$ cat src/rtl/fetch_stage_if.sv
// Instruction-cache request/response channel between the fetch stage (master) and the icache (slave).
interface fetch_stage_if;
  logic        req_valid;
  logic [31:0] req_addr;
  logic        req_ready;
  logic        resp_valid;
  logic [31:0] resp_data;

  modport master (output req_valid, req_addr, input req_ready, resp_valid, resp_data);
  modport slave  (input req_valid, req_addr, output req_ready, resp_valid, resp_data);
endinterface

$ cat src/rtl/fetch_stage.sv
// Instruction fetch stage: owns the PC, keeps one icache request in flight, and holds the
// returned word in a registered slot for decode. Redirects flush the slot and squash responses.
module fetch_stage #(
  parameter logic [31:0] RESET_PC = 32'h0000_1000,
  parameter int unsigned PC_STEP  = 4
) (
  input  logic          clk,
  input  logic          rst_n,
  fetch_stage_if.master ic,
  input  logic          redirect_valid,
  input  logic [31:0]   redirect_pc,
  input  logic          stall,
  output logic          out_valid,
  output logic [31:0]   out_instr,
  output logic [31:0]   out_pc,
  output logic [31:0]   fetched_count
);

  localparam logic [0:0] FETCH = 1'b0;
  localparam logic [0:0] WAIT  = 1'b1;

  typedef struct packed {
    logic        vld;
    logic [31:0] instr;
    logic [31:0] pc;
  } slot_t;

  logic [0:0]  state_q;
  logic        squash_q;
  logic [31:0] pc_q;
  logic [31:0] req_pc_q;
  logic [31:0] count_q;
  slot_t       slot_q;

  logic consume;
  logic slot_busy;
  logic hs;
  logic resp_in_wait;
  logic load;

  assign consume      = slot_q.vld && !stall;
  // Only ask for a new word when the slot is guaranteed to have room for it next cycle.
  assign slot_busy    = slot_q.vld && stall;
  assign ic.req_valid = rst_n && (state_q == FETCH) && !slot_busy && !redirect_valid;
  assign ic.req_addr  = pc_q;
  assign hs           = ic.req_valid && ic.req_ready;
  assign resp_in_wait = (state_q == WAIT) && ic.resp_valid;
  assign load         = resp_in_wait && !squash_q;

  always_ff @(posedge clk or negedge rst_n) begin
    if (!rst_n) begin
      state_q  <= FETCH;
      squash_q <= 1'b0;
      pc_q     <= RESET_PC;
      req_pc_q <= 32'd0;
      count_q  <= 32'd0;
      slot_q   <= '0;
    end else begin
      // Decode consumes even when a redirect flushes the slot in the same cycle.
      count_q <= count_q + {31'd0, consume};
      if (redirect_valid) begin
        pc_q       <= {redirect_pc[31:2], 2'b00};
        slot_q.vld <= 1'b0;
        if (state_q == WAIT) begin
          if (ic.resp_valid) begin
            state_q  <= FETCH;
            squash_q <= 1'b0;
          end else begin
            squash_q <= 1'b1;
          end
        end
      end else begin
        if (hs) begin
          state_q  <= WAIT;
          req_pc_q <= pc_q;
          pc_q     <= pc_q + 32'(PC_STEP);
        end
        if (resp_in_wait) begin
          state_q  <= FETCH;
          squash_q <= 1'b0;
        end
        // A landing response wins over a same-cycle consume.
        if (load)
          slot_q <= '{vld: 1'b1, instr: ic.resp_data, pc: req_pc_q};
        else if (consume)
          slot_q.vld <= 1'b0;
      end
    end
  end

  assign out_valid     = slot_q.vld;
  assign out_instr     = slot_q.instr;
  assign out_pc        = slot_q.pc;
  assign fetched_count = count_q;

endmodule
$ cat src/flat_wrapper.sv
// flat-port wrapper written by rule: the top's interface ports become plain ports
module fetch_stage_flat 
#(
  parameter logic [31:0] RESET_PC = 32'h0000_1000,
  parameter int unsigned PC_STEP  = 4
)
  (clk, rst_n, redirect_valid, redirect_pc, stall, out_valid, out_instr, out_pc, fetched_count, ic_req_valid, ic_req_addr, ic_req_ready, ic_resp_valid, ic_resp_data);
  fetch_stage_if ic_i ();
  input  logic clk;
  input  logic rst_n;
  input  logic redirect_valid;
  input  logic [31:0] redirect_pc;
  input  logic stall;
  output logic out_valid;
  output logic [31:0] out_instr;
  output logic [31:0] out_pc;
  output logic [31:0] fetched_count;
  output wire logic [$bits(ic_i.req_valid)-1:0] ic_req_valid;
  output wire logic [$bits(ic_i.req_addr)-1:0] ic_req_addr;
  input wire logic [$bits(ic_i.req_ready)-1:0] ic_req_ready;
  input wire logic [$bits(ic_i.resp_valid)-1:0] ic_resp_valid;
  input wire logic [$bits(ic_i.resp_data)-1:0] ic_resp_data;
  assign ic_req_valid = ic_i.req_valid;
  assign ic_req_addr = ic_i.req_addr;
  assign ic_i.req_ready = ic_req_ready;
  assign ic_i.resp_valid = ic_resp_valid;
  assign ic_i.resp_data = ic_resp_data;
  fetch_stage #(.RESET_PC(RESET_PC), .PC_STEP(PC_STEP)) u_core (.clk(clk), .rst_n(rst_n), .ic(ic_i), .redirect_valid(redirect_valid), .redirect_pc(redirect_pc), .stall(stall), .out_valid(out_valid), .out_instr(out_instr), .out_pc(out_pc), .fetched_count(fetched_count));
endmodule
$ cat config.mk
export PLATFORM = sky130hd
export DESIGN_NAME = fetch_stage_flat
export DESIGN_NICKNAME = d
export VERILOG_FILES = /design/src/rtl/fetch_stage_if.sv /design/src/rtl/fetch_stage.sv /design/src/flat_wrapper.sv
export SDC_FILE = /design/constraint.sdc
export NUM_CORES = 1
export LEC_CHECK = 0
export BUFFER_PORTS_ARGS = -buffer_cell sky130_fd_sc_hd__buf_2
export CAP_MARGIN = 20
export CORE_ASPECT_RATIO = 2
export CORE_MARGIN = 5
export CORE_UTILIZATION = 30
export DETAILED_ROUTE_END_ITERATION = 7
export PLACE_DENSITY = 0.51
export RECOVER_POWER = 50
export SYNTH_ARGS = -nofsm -noshare
export SYNTH_HDL_FRONTEND = slang
export SYNTH_SLANG_ARGS = --single-unit
$ cat constraint.sdc
create_clock -name clk -period 5.2 [get_ports clk]
set_clock_uncertainty 0.05 [all_clocks]
set_input_delay 0.26 -clock clk [delete_from_list [all_inputs] [get_ports clk]]
set_output_delay 0.26 -clock clk [all_outputs]
set_load 0.005 [all_outputs]
==> results.sh, run 1 <==
export IMPL_status="finished with violations"
export IMPL_violations="max-capacitance violations, max-slew violations"
export IMPL_antenna_found_initial=0
export IMPL_critPathKind="in2reg"
export IMPL_gr_usage_all_layers=0.156
export IMPL_clockRootBuffer="clkbuf_16"
export IMPL_io_pin_count=200
export IMPL_setup_viol=0
export IMPL_cap_viol_max_count=2
export IMPL_dieArea_sq_mm=0.0263
export IMPL_fp_dieW_microns=117
export IMPL_worst_path_max_fanout=75
export IMPL_syn_area_sq_mm=0.00689
export IMPL_cts_sinks=157
export IMPL_start_kind="input port"
export IMPL_synth_cell_types=56
export IMPL_yosys_top_cells_count="dfrtp_1, nand2_1, mux2_2, nand3_1, nand4_1"
export IMPL_synth_top_area_frac=0.567
export IMPL_grt_setup_unrepaired="false"
export IMPL_end_kind="register"
export IMPL_async_flop_share=1.00
export IMPL_min_path_type="in2reg"
export IMPL_synth_cells=607
export IMPL_drcViolationCount=0
export IMPL_vias=5484
export IMPL_overflow=0
export IMPL_synth_edf_count=0
export IMPL_hold_viol_final=0
export IMPL_gp_congestion=0.746
export IMPL_p_per_area_mw_per_mm2=397
export IMPL_grt_max_degree=76
export IMPL_syn_area_per_cell_sq_um=11.4
export IMPL_crit_arrival_ns=3.21
export IMPL_tightestPinTransition_ns=2.12
export IMPL_drive_gt1_frac=0.247
export IMPL_htree_num_levels=4
export IMPL_seqCellArea_sq_mm=0.00393
export IMPL_syn2layout_area_growth_pct=31.5
export IMPL_fillCellCount=2346
export IMPL_dpl_hpwl_mm=13.9
export IMPL_grt_pass1_wl_mm=31.4
export IMPL_finalSetupTns_ns=0
export IMPL_finalWirelength_mm=19.5
export IMPL_relSlewSlack=-0.416
export IMPL_netlist_top_cells_area="dfrtp_1, mux2_2, nand2_1"
export IMPL_multi_input_area_sq_mm=0.00277
export IMPL_drtIter0Drc=249
export IMPL_cts_tree="done"
export IMPL_num_nets_final=921
export IMPL_leakagePower_nw=4.17
export IMPL_worstPathRequired_ns=5.47
export IMPL_final_max_slew_violation_count=76
export IMPL_rows=78
export IMPL_synth_top_cell_by_area="dfrtp_1"
export IMPL_yosys_cell_count_top_type="dfrtp_1"
export IMPL_fmax_mhz=339
export IMPL_grt_pass1_vias=5861
export IMPL_yosysSeqAreaShare=0.570
export IMPL_insertion_delay_ns=0.43
export IMPL_first_pass_iters=4
export IMPL_ys_warn_count=0
export IMPL_clk_path_buf_depth=2
export IMPL_path_clk_slew_ns=0.06
export IMPL_initial_core_util=0.304
export IMPL_coreArea_sq_mm=0.0226
export IMPL_finalCritPeriodShare=0.567
export IMPL_routed_via_density=4.81
export IMPL_drtAntennaViolNets=0
export IMPL_whs_ns=0.0315
export IMPL_port_buffers=193
export IMPL_fin_crit_ns=2.95
export IMPL_yosys_register_bits=157
export IMPL_ir_drop_v=0.000172
export IMPL_wl_per_cell_microns=17.1
export IMPL_cts_made_buffers=17
export IMPL_synth_main_ff_cell="dfrtp_1"
export IMPL_die_h_microns=224
export IMPL_insertedDiodeCount=0
[stage by stage]
stage	cells	util	setup WS (ns)	total power, mW	area (sq um)
2_1_floorplan	610	-	3.15	2.03	6900
3_3_place_gp	1056	0.358	2.27	2.43	8100
3_5_place_dp	1056	0.358	2.27	2.46	8100
4_1_cts	1140	0.406	2.15	3.72	9190
5_1_grt	1140	0.400	1.67	3.81	9060
6_report	1140	0.400	2.25	3.59	9060
[registers in the layout (all words and copies together) (netlist names)]
| name | cells |
|---|---|
| u_core.fetched_count | 32 |
| u_core.out_instr | 32 |
| u_core.ic.req_addr | 30 |
| u_core.out_pc | 30 |
| u_core.req_pc_q | 30 |
| u_core.out_valid | 1 |
| u_core.squash_q | 1 |
| u_core.state_q | 1 |
[critical path, cell delays in order]
cell and delay (ns):
dlygate4sd3_1 0.55, buf_6 0.53, and4_2 0.70, buf_4 0.39, and4_1 0.40, a21oi_1 0.10, a211o_1 0.22
[area by class of cell]
| class | count | share of cell area |
|---|---|---|
| Inverter | 5 | 0.00207 |
| Sequential cell | 157 | 0.434 |
| Clock buffer | 21 | 0.0530 |
| Tap cell | 280 | 0.0387 |
| Multi-Input combinational cell | 413 | 0.305 |
| Clock inverter | 11 | 0.0101 |
| Timing Repair Buffer | 253 | 0.157 |
[timing repair]
item	CTS	global route
setup buffers	0	0
gates resized for setup	0	0
hold endpoints to repair	121	0
hold buffers	52	0
[where the power goes]
part           internal (mW)  total (mW)  switching, mW  leakage, nW
logic                  0.360       0.682          0.322         1.88
registers               1.52        1.71          0.188         2.01
clock network          0.704        1.21          0.502        0.280
[path summary, 6_finish.rpt]
kind / cells past startpoint / startpoint / slack [ns] / to
hold / removal: 3 / redirect_pc[13] / 0.03 / u_core.ic.req_addr[13]
min in group asynchronous: 2 / rst_n / 0.38 / u_core.ic.req_addr[8]
setup / recovery: 7 / rst_n / 2.25 / u_core.ic.req_addr[30]
max in group asynchronous: 3 / rst_n / 2.29 / u_core.out_instr[5]
hold reg to reg: 1 / u_core.fetched_count[31] / 0.42 / u_core.fetched_count[31]
setup reg to reg: 4 / u_core.state_q / 2.39 / u_core.out_instr[23]
[placed cells by master (no fill, tap or decap), types with 6 or more instances in the layout]
cell | netlist | final
o211ai_1 | 11 | 11
dfrtp_1 | 156 | 156
nand2_1 | 123 | 123
xnor2_1 | 19 | 19
nor4_1 | 6 | 6
clkinv_2 | 0 | 6
mux2_2 | 62 | 62
buf_4 | 7 | 6
xor2_1 | 11 | 11
buf_2 | 12 | 97
a21oi_1 | 6 | 6
o21ai_0 | 17 | 17
and3_1 | 8 | 8
clkbuf_16 | 0 | 17
nand3_1 | 33 | 33
a22oi_1 | 8 | 8
nor2_1 | 13 | 12
nand4_1 | 20 | 20
clkbuf_1 | 9 | 97
dlygate4sd3_1 | 0 | 52
[cell families (layout without fill, tap and decap cells)]
group,count (synthesis),after routing,share of synthesized area
flops,157,157,0.570
simple gates,245,245,0.180
other cells,1,4,0.000544
fa+ha+maj,4,4,0.00726
compound gates,67,67,0.0688
xor+xnor,30,30,0.0381
buf+inv,40,290,0.0325
mux,63,63,0.103
[per-layer routing]
| layer | vias up | global-route usage | wire [microns] |
|---|---|---|---|
| met5 | - | 0 | 0 |
| met4 | 0 | 0.0670 | 504 |
| met3 | 29 | 0.0337 | 806 |
| met2 | 136 | 0.282 | 10900 |
| met1 | 2697 | 0.169 | 7390 |
| li1 | 2622 | - | - |
No activity file was read; power rests on OpenSTA's default activity.
==> inputs of run 2 (changes only) <==
- ABC_AREA: unset -> 1
- PLACE_DENSITY: 0.51 -> 0.52
- clock period: 5.2 -> 2.45 ns (I/O delays scaled with it)
==> run 2 against run 1 <==
The flow now finishes without violations. Register-to-register slack lost 2.0 ns. Synthesized cell count grew 36%. Core utilization grew 0.23 points. Non-clock buffer count grew 16. Die area grew 8.5%. Combinational power grew to 3.3 times the previous value. Worst hold slack gained 0.11 ns. Setup slack lost 1.9 ns. Synthesized area grew 9.1%. First-iteration DRC count grew 34%. Clock power grew 140%.
==> results.sh, run 2 <==
export IMPL_yosysSeqAreaShare=0.523
export IMPL_syn_area_per_cell_sq_um=9.10
export IMPL_port_buffers=193
export IMPL_grt_setup_unrepaired="false"
export IMPL_insertedDiodeCount=0
export IMPL_tightestPinTransition_ns=1.26
export IMPL_die_h_microns=234
export IMPL_grt_pass1_wl_mm=35.8
export IMPL_drtAntennaViolNets=0
export IMPL_start_kind="input port"
export IMPL_synth_cells=826
export IMPL_setup_viol=0
export IMPL_power_mw=9.10
export IMPL_yosys_top_cells_count="nand2_1, dfrtp_1, inv_1, nor2_1, nand3_1"
export IMPL_num_nets_final=1164
export IMPL_hold_viol_final=0
export IMPL_leakagePower_nw=4.88
export IMPL_initial_core_util=0.302
export IMPL_path_clk_slew_ns=0.07
export IMPL_io_pin_count=200
export IMPL_fin_crit_ns=2.07
export IMPL_synth_cell_types=33
export IMPL_status="finished, final reports clean"
export IMPL_dpl_hpwl_mm=17.6
export IMPL_cts_tree="done"
export IMPL_worst_path_max_fanout=43
export IMPL_htree_num_levels=4
export IMPL_finalWirelength_mm=23.3
export IMPL_synth_edf_count=0
export IMPL_synth_area_mux_share=0.0949
export IMPL_syn_area_sq_mm=0.00752
export IMPL_syn2layout_area_growth_pct=33.5
export IMPL_p_per_area_mw_per_mm2=907
export IMPL_wl_per_cell_microns=16.2
export IMPL_synth_compound_area_frac=0.0604
export IMPL_grt_max_degree=68
export IMPL_drive_gt1_frac=0.193
export IMPL_crit_arrival_ns=1.90
export IMPL_cts_made_buffers=17
export IMPL_insertion_delay_ns=0.44
export IMPL_ys_warn_count=0
export IMPL_overflow=0
export IMPL_yosys_area_share_simple=0.217
export IMPL_cts_sinks=157
export IMPL_rows=82
export IMPL_cap_viol_max_count=0
export IMPL_critPathKind="in2out"
export IMPL_rr_worst_depth=11
export IMPL_synthAdderAreaFrac=0.00666
export IMPL_first_pass_iters=4
export IMPL_gp_congestion=0.874
export IMPL_clk_path_buf_depth=2
export IMPL_synth_top_family_by_area="simple AND/OR/NAND/NOR gates"
export IMPL_drcViolationCount=0
export IMPL_antenna_found_initial=0
export IMPL_postCtsSetupBuffers=0
export IMPL_yosys_register_bits=157
export IMPL_vias=6456
export IMPL_yosys_cell_count_top_type="nand2_1"
export IMPL_grt_pass1_vias=6601
export IMPL_layout_commonest_cell="nand2_1"
export IMPL_dieArea_sq_mm=0.0285
export IMPL_gr_usage_all_layers=0.166
export IMPL_layout_common_cells="nand2_1, dfrtp_1, buf_2"
export IMPL_clockRootBuffer="clkbuf_16"
export IMPL_coreArea_sq_mm=0.0249
export IMPL_synth_xor_area_frac=0.0280
export IMPL_netlist_top_cells_area="dfrtp_1, nand2_1, mux2_4"
export IMPL_relSlewSlack=0.157
export IMPL_drtIter0Drc=333
export IMPL_async_flop_share=1.00
export IMPL_fmax_mhz=483
export IMPL_worstHoldPathCells=5
export IMPL_routed_via_density=4.49
export IMPL_worstPathRequired_ns=2.28
export IMPL_synth_top_cell_by_area="dfrtp_1"
export IMPL_synth_top_area_frac=0.519
export IMPL_finalCritPeriodShare=0.845
export IMPL_end_kind="output pin"
export IMPL_final_max_slew_violation_count=0
export IMPL_finalSetupTns_ns=0
export IMPL_fp_dieW_microns=122
export IMPL_min_path_type="in2reg"
export IMPL_whs_ns=0.137
export IMPL_synth_main_ff_cell="dfrtp_1"
export IMPL_ir_drop_v=0.000479
-- run 2: cell count changes in the layout (fill, tap and decap cells not counted), moves of 26 or more --
| cell | before | now |
|---|---|---|
| inv_1 | 5 | 92 |
| nand2_1 | 123 | 205 |
| nor2_1 | 12 | 77 |
| mux2_2 | 62 | 14 |
| mux2_4 | 0 | 37 |
| nand3_1 | 33 | 59 |
-- run 2: kinds of logic after synthesis --
kind of cell,after synthesis
flops,157
simple gates,383
compound gates,84
other cells,1
buf+inv,122
xor+xnor,24
mux,51
fa+ha+maj,4
-- run 2: cell type report --
type / count / area [sq um]
clock buffer: 19 / 453
clock inverter: 13 / 203
fill: 2576 / 14900
inverter: 95 / 357
multi-input combinational: 550 / 3080
sequential: 157 / 3930
tap: 336 / 420
timing repair buffer: 269 / 1600
-- run 2: routing by layer --
metal / track usage / vias up / routed length [microns]
met3: 0.0309 / 50 / 901
li1: - / 3176 / -
met2: 0.309 / 192 / 12700
met4: 0.101 / 0 / 1260
met5: 0 / - / 0
met1: 0.168 / 3038 / 8450
-- run 2: worst max-delay path, cell delays in order --
cell and delay [ns]:
dlygate4sd3_1 0.55, clkbuf_1 0.33, buf_4 0.56, nand2_1 0.11
nor2_1 0.09, buf_2 0.13
-- run 2: final timing paths --
path                                             to               start  slack, ns
setup / recovery                       ic_req_valid               rst_n       0.38
hold / removal               u_core.ic.req_addr[25]        ic_req_ready       0.14
setup reg to reg           u_core.fetched_count[22]    u_core.out_valid       0.42
hold reg to reg                  u_core.req_pc_q[3]  u_core.req_pc_q[3]       0.44
max in group asynchronous      u_core.out_instr[26]               rst_n       0.69
min in group asynchronous         u_core.out_pc[12]               rst_n       0.62
-- run 2: repair_timing --
item                                   in CTS  in global routing
endpoints found under the hold margin     221                  0
gates resized for setup                     0                  0
hold buffers                               65                  0
-- run 2: where the power goes --
| group | internal [mW] | switching [mW] | total [mW] |
|---|---|---|---|
| clock network | 1.79 | 1.15 | 2.93 |
| logic | 1.16 | 1.07 | 2.22 |
| registers | 3.42 | 0.526 | 3.95 |
-- run 2: through the flow --
step	cells	setup slack [ns]	instance area [sq um]	utilization
after global placement	1342	0.460	8860	0.355
after detailed placement	1342	0.405	8860	0.355
after global routing	1439	0.115	10000	0.403
after CTS	1439	0.393	10200	0.408
final	1439	0.380	10000	0.403
after floorplan	829	0.651	7530	-
==> inputs of run 3 (changes only) <==
- clock period: 2.45 -> 1.7 ns (I/O delays scaled with it)
==> run 3 against run 2 <==
Non-clock buffer count is 52 higher. Routed wire length is 4.9% higher. Sequential power is 43% higher. Largest cell class unchanged. Combinational power is 62% higher. Register-to-register slack worse by 0.36 ns. Core utilization is 3.0 points higher. The run now ends with negative hold slack left. Critical path type is now reg2reg. Count of clock-buffer cells in the layout is 1 higher. Sequential cell count stayed put. First-iteration DRC count is 21% lower.
==> results.sh, run 3 (synthesis results as in run 2) <==
export IMPL_r2r_start="u_core.out_valid"
export IMPL_pre_cts_slack_ns=-0.0618
export IMPL_dpl_hpwl_mm=18.2
export IMPL_fin_crit_ns=1.64
export IMPL_leakagePower_nw=5.46
export IMPL_finalWirelength_mm=24.5
export IMPL_cap_viol_max_count=0
export IMPL_overflow=0
export IMPL_fmax_mhz=609
export IMPL_ir_drop_v=0.000628
export IMPL_min_path_type="in2async"
export IMPL_coreArea_sq_mm=0.0249
export IMPL_wl_per_cell_microns=16.4
export IMPL_insertion_delay_ns=0.44
export IMPL_finalCritPeriodShare=0.967
export IMPL_rr_worst_depth=10
export IMPL_grt_max_degree=85
export IMPL_layout_common_cells="nand2_1, buf_2, dfrtp_1"
export IMPL_p_per_area_mw_per_mm2=1250
export IMPL_io_pin_count=200
export IMPL_first_pass_iters=4
export IMPL_critPathKind="reg2reg"
export IMPL_clockRootBuffer="clkbuf_16"
export IMPL_final_util=0.432
export IMPL_port_buffers=193
export IMPL_num_nets_final=1216
export IMPL_ctsHoldBuffers=65
export IMPL_setup_ws_ns=0.0567
export IMPL_htree_num_levels=4
export IMPL_violations="negative hold slack"
export IMPL_path_clk_slew_ns=0.06
export IMPL_fillCellCount=2507
export IMPL_relSlewSlack=0.433
export IMPL_fp_dieW_microns=122
export IMPL_dieArea_sq_mm=0.0285
export IMPL_reg2reg_to="u_core.fetched_count[24]"
export IMPL_crit_arrival_ns=1.92
export IMPL_rrSetupSlack_ns=0.06
export IMPL_rows=82
export IMPL_tightestPinTransition_ns=0.850
export IMPL_cts_sinks=157
export IMPL_worstPathRequired_ns=1.98
export IMPL_hold_viol_final=73
export IMPL_drive_gt1_frac=0.329
export IMPL_grt_setup_unrepaired="true"
export IMPL_routed_via_density=4.54
export IMPL_syn2layout_area_growth_pct=43.4
export IMPL_initial_core_util=0.302
export IMPL_grt_pass1_wl_mm=36.9
export IMPL_layout_commonest_cell="nand2_1"
export IMPL_insertedDiodeCount=0
export IMPL_die_h_microns=234
export IMPL_placement_cell_area_sq_mm=0.00930
export IMPL_gp_congestion=0.932
export IMPL_antenna_found_initial=0
export IMPL_stdcell_count=1491
export IMPL_cts_made_buffers=17
export IMPL_dp_cells=1386
export IMPL_grt_pass1_vias=6836
export IMPL_worst_path_max_fanout=3
export IMPL_fin_area_sq_mm=0.0108
export IMPL_setup_viol=0
export IMPL_status="finished with violations"
export IMPL_vias=6767
export IMPL_drcViolationCount=0
export IMPL_drtIter0Drc=264
export IMPL_cts_tree="done"
export IMPL_final_max_slew_violation_count=0
export IMPL_drtAntennaViolNets=0
export IMPL_whs_ns=-0.110
export IMPL_start_kind="register"
export IMPL_end_kind="register"
export IMPL_gr_usage_all_layers=0.173
export IMPL_clk_path_buf_depth=2
## run 3: changes by cell type in the layout (fill, tap and decap cells not counted), moves of 4 or more
cell      delta
buf_2       +88
clkbuf_1    -87
buf_4       +43
nor2_1      -14
nor2_2       +8
nor2_4       +6
nand3_1      -5
buf_12       +4
buf_6        +4
## run 3: area by class of cell
cell class,count,area [sq um],area share
Sequential cell,157,3930,0.365
Multi-Input combinational cell,550,3250,0.301
Timing Repair Buffer,321,2180,0.202
Clock buffer,20,457,0.0424
Tap cell,336,420,0.0390
Inverter,95,359,0.0333
Clock inverter,12,185,0.0172
## run 3: timing repair
item                                    CTS  global route
pin swaps                                 3             5
gates cloned                              0             1
buffers inserted                          2             5
resized for setup                         5            28
hold endpoints to repair                140            73
endpoints found under the setup margin    9            45
## run 3: per-layer routing
layer | global-route usage | part of all wire | vias up
met2 | 0.321 | 0.56 | 182
met5 | 0 | 0 | -
met4 | 0.103 | 0.048 | 0
met3 | 0.0367 | 0.037 | 48
li1 | - | - | 3292
met1 | 0.174 | 0.35 | 3245
## run 3: critical path: stages (launching register included)
cell and delay, ns:
dfrtp_1 0.36, inv_2 0.05, nor2_4 0.10, ha_4 0.16, ha_4 0.14, nand3_4 0.08, nor2_4 0.18, inv_1 0.10
nor2_2 0.12, nand2_1 0.08, xnor2_1 0.12
## run 3: worst max path at each step
stage / slack [ns] / startpoint / to / depth (start not counted)
finish: 0.06 / u_core.out_valid / u_core.fetched_count[24] / 10
CTS: -0.008 / u_core.out_valid / u_core.fetched_count[24] / 10
global route: -0.08 / u_core.out_valid / u_core.fetched_count[22] / 11
global placement: -0.02 / u_core.ic.req_addr[12] / u_core.ic.req_addr[31] / 8
detailed placement: -0.06 / u_core.out_valid / u_core.fetched_count[24] / 10
floorplan: 0.03 / u_core.out_valid / u_core.fetched_count[22] / 11
## run 3: per-stage QoR
stage	setup TNS, ns	hold WS [ns]	total power [mW]
6_report	0	-0.110	13.5
3_3_place_gp	-0.0294	0.146	9.14
2_1_floorplan	0	-0.261	7.45
5_1_grt	-0.300	-0.0683	14.3
4_1_cts	-0.0122	-0.351	13.7
3_5_place_dp	-0.232	0.146	9.23
## run 3: power by group
| part | internal, mW | leakage [nW] | total (mW) | switching (mW) |
|---|---|---|---|---|
| combinational | 1.97 | 3.20 | 3.60 | 1.63 |
| clock | 2.55 | 0.299 | 4.20 | 1.65 |
| sequential | 4.93 | 1.96 | 5.66 | 0.731 |
| total | 9.45 | 5.46 | 13.5 | 4.01 |
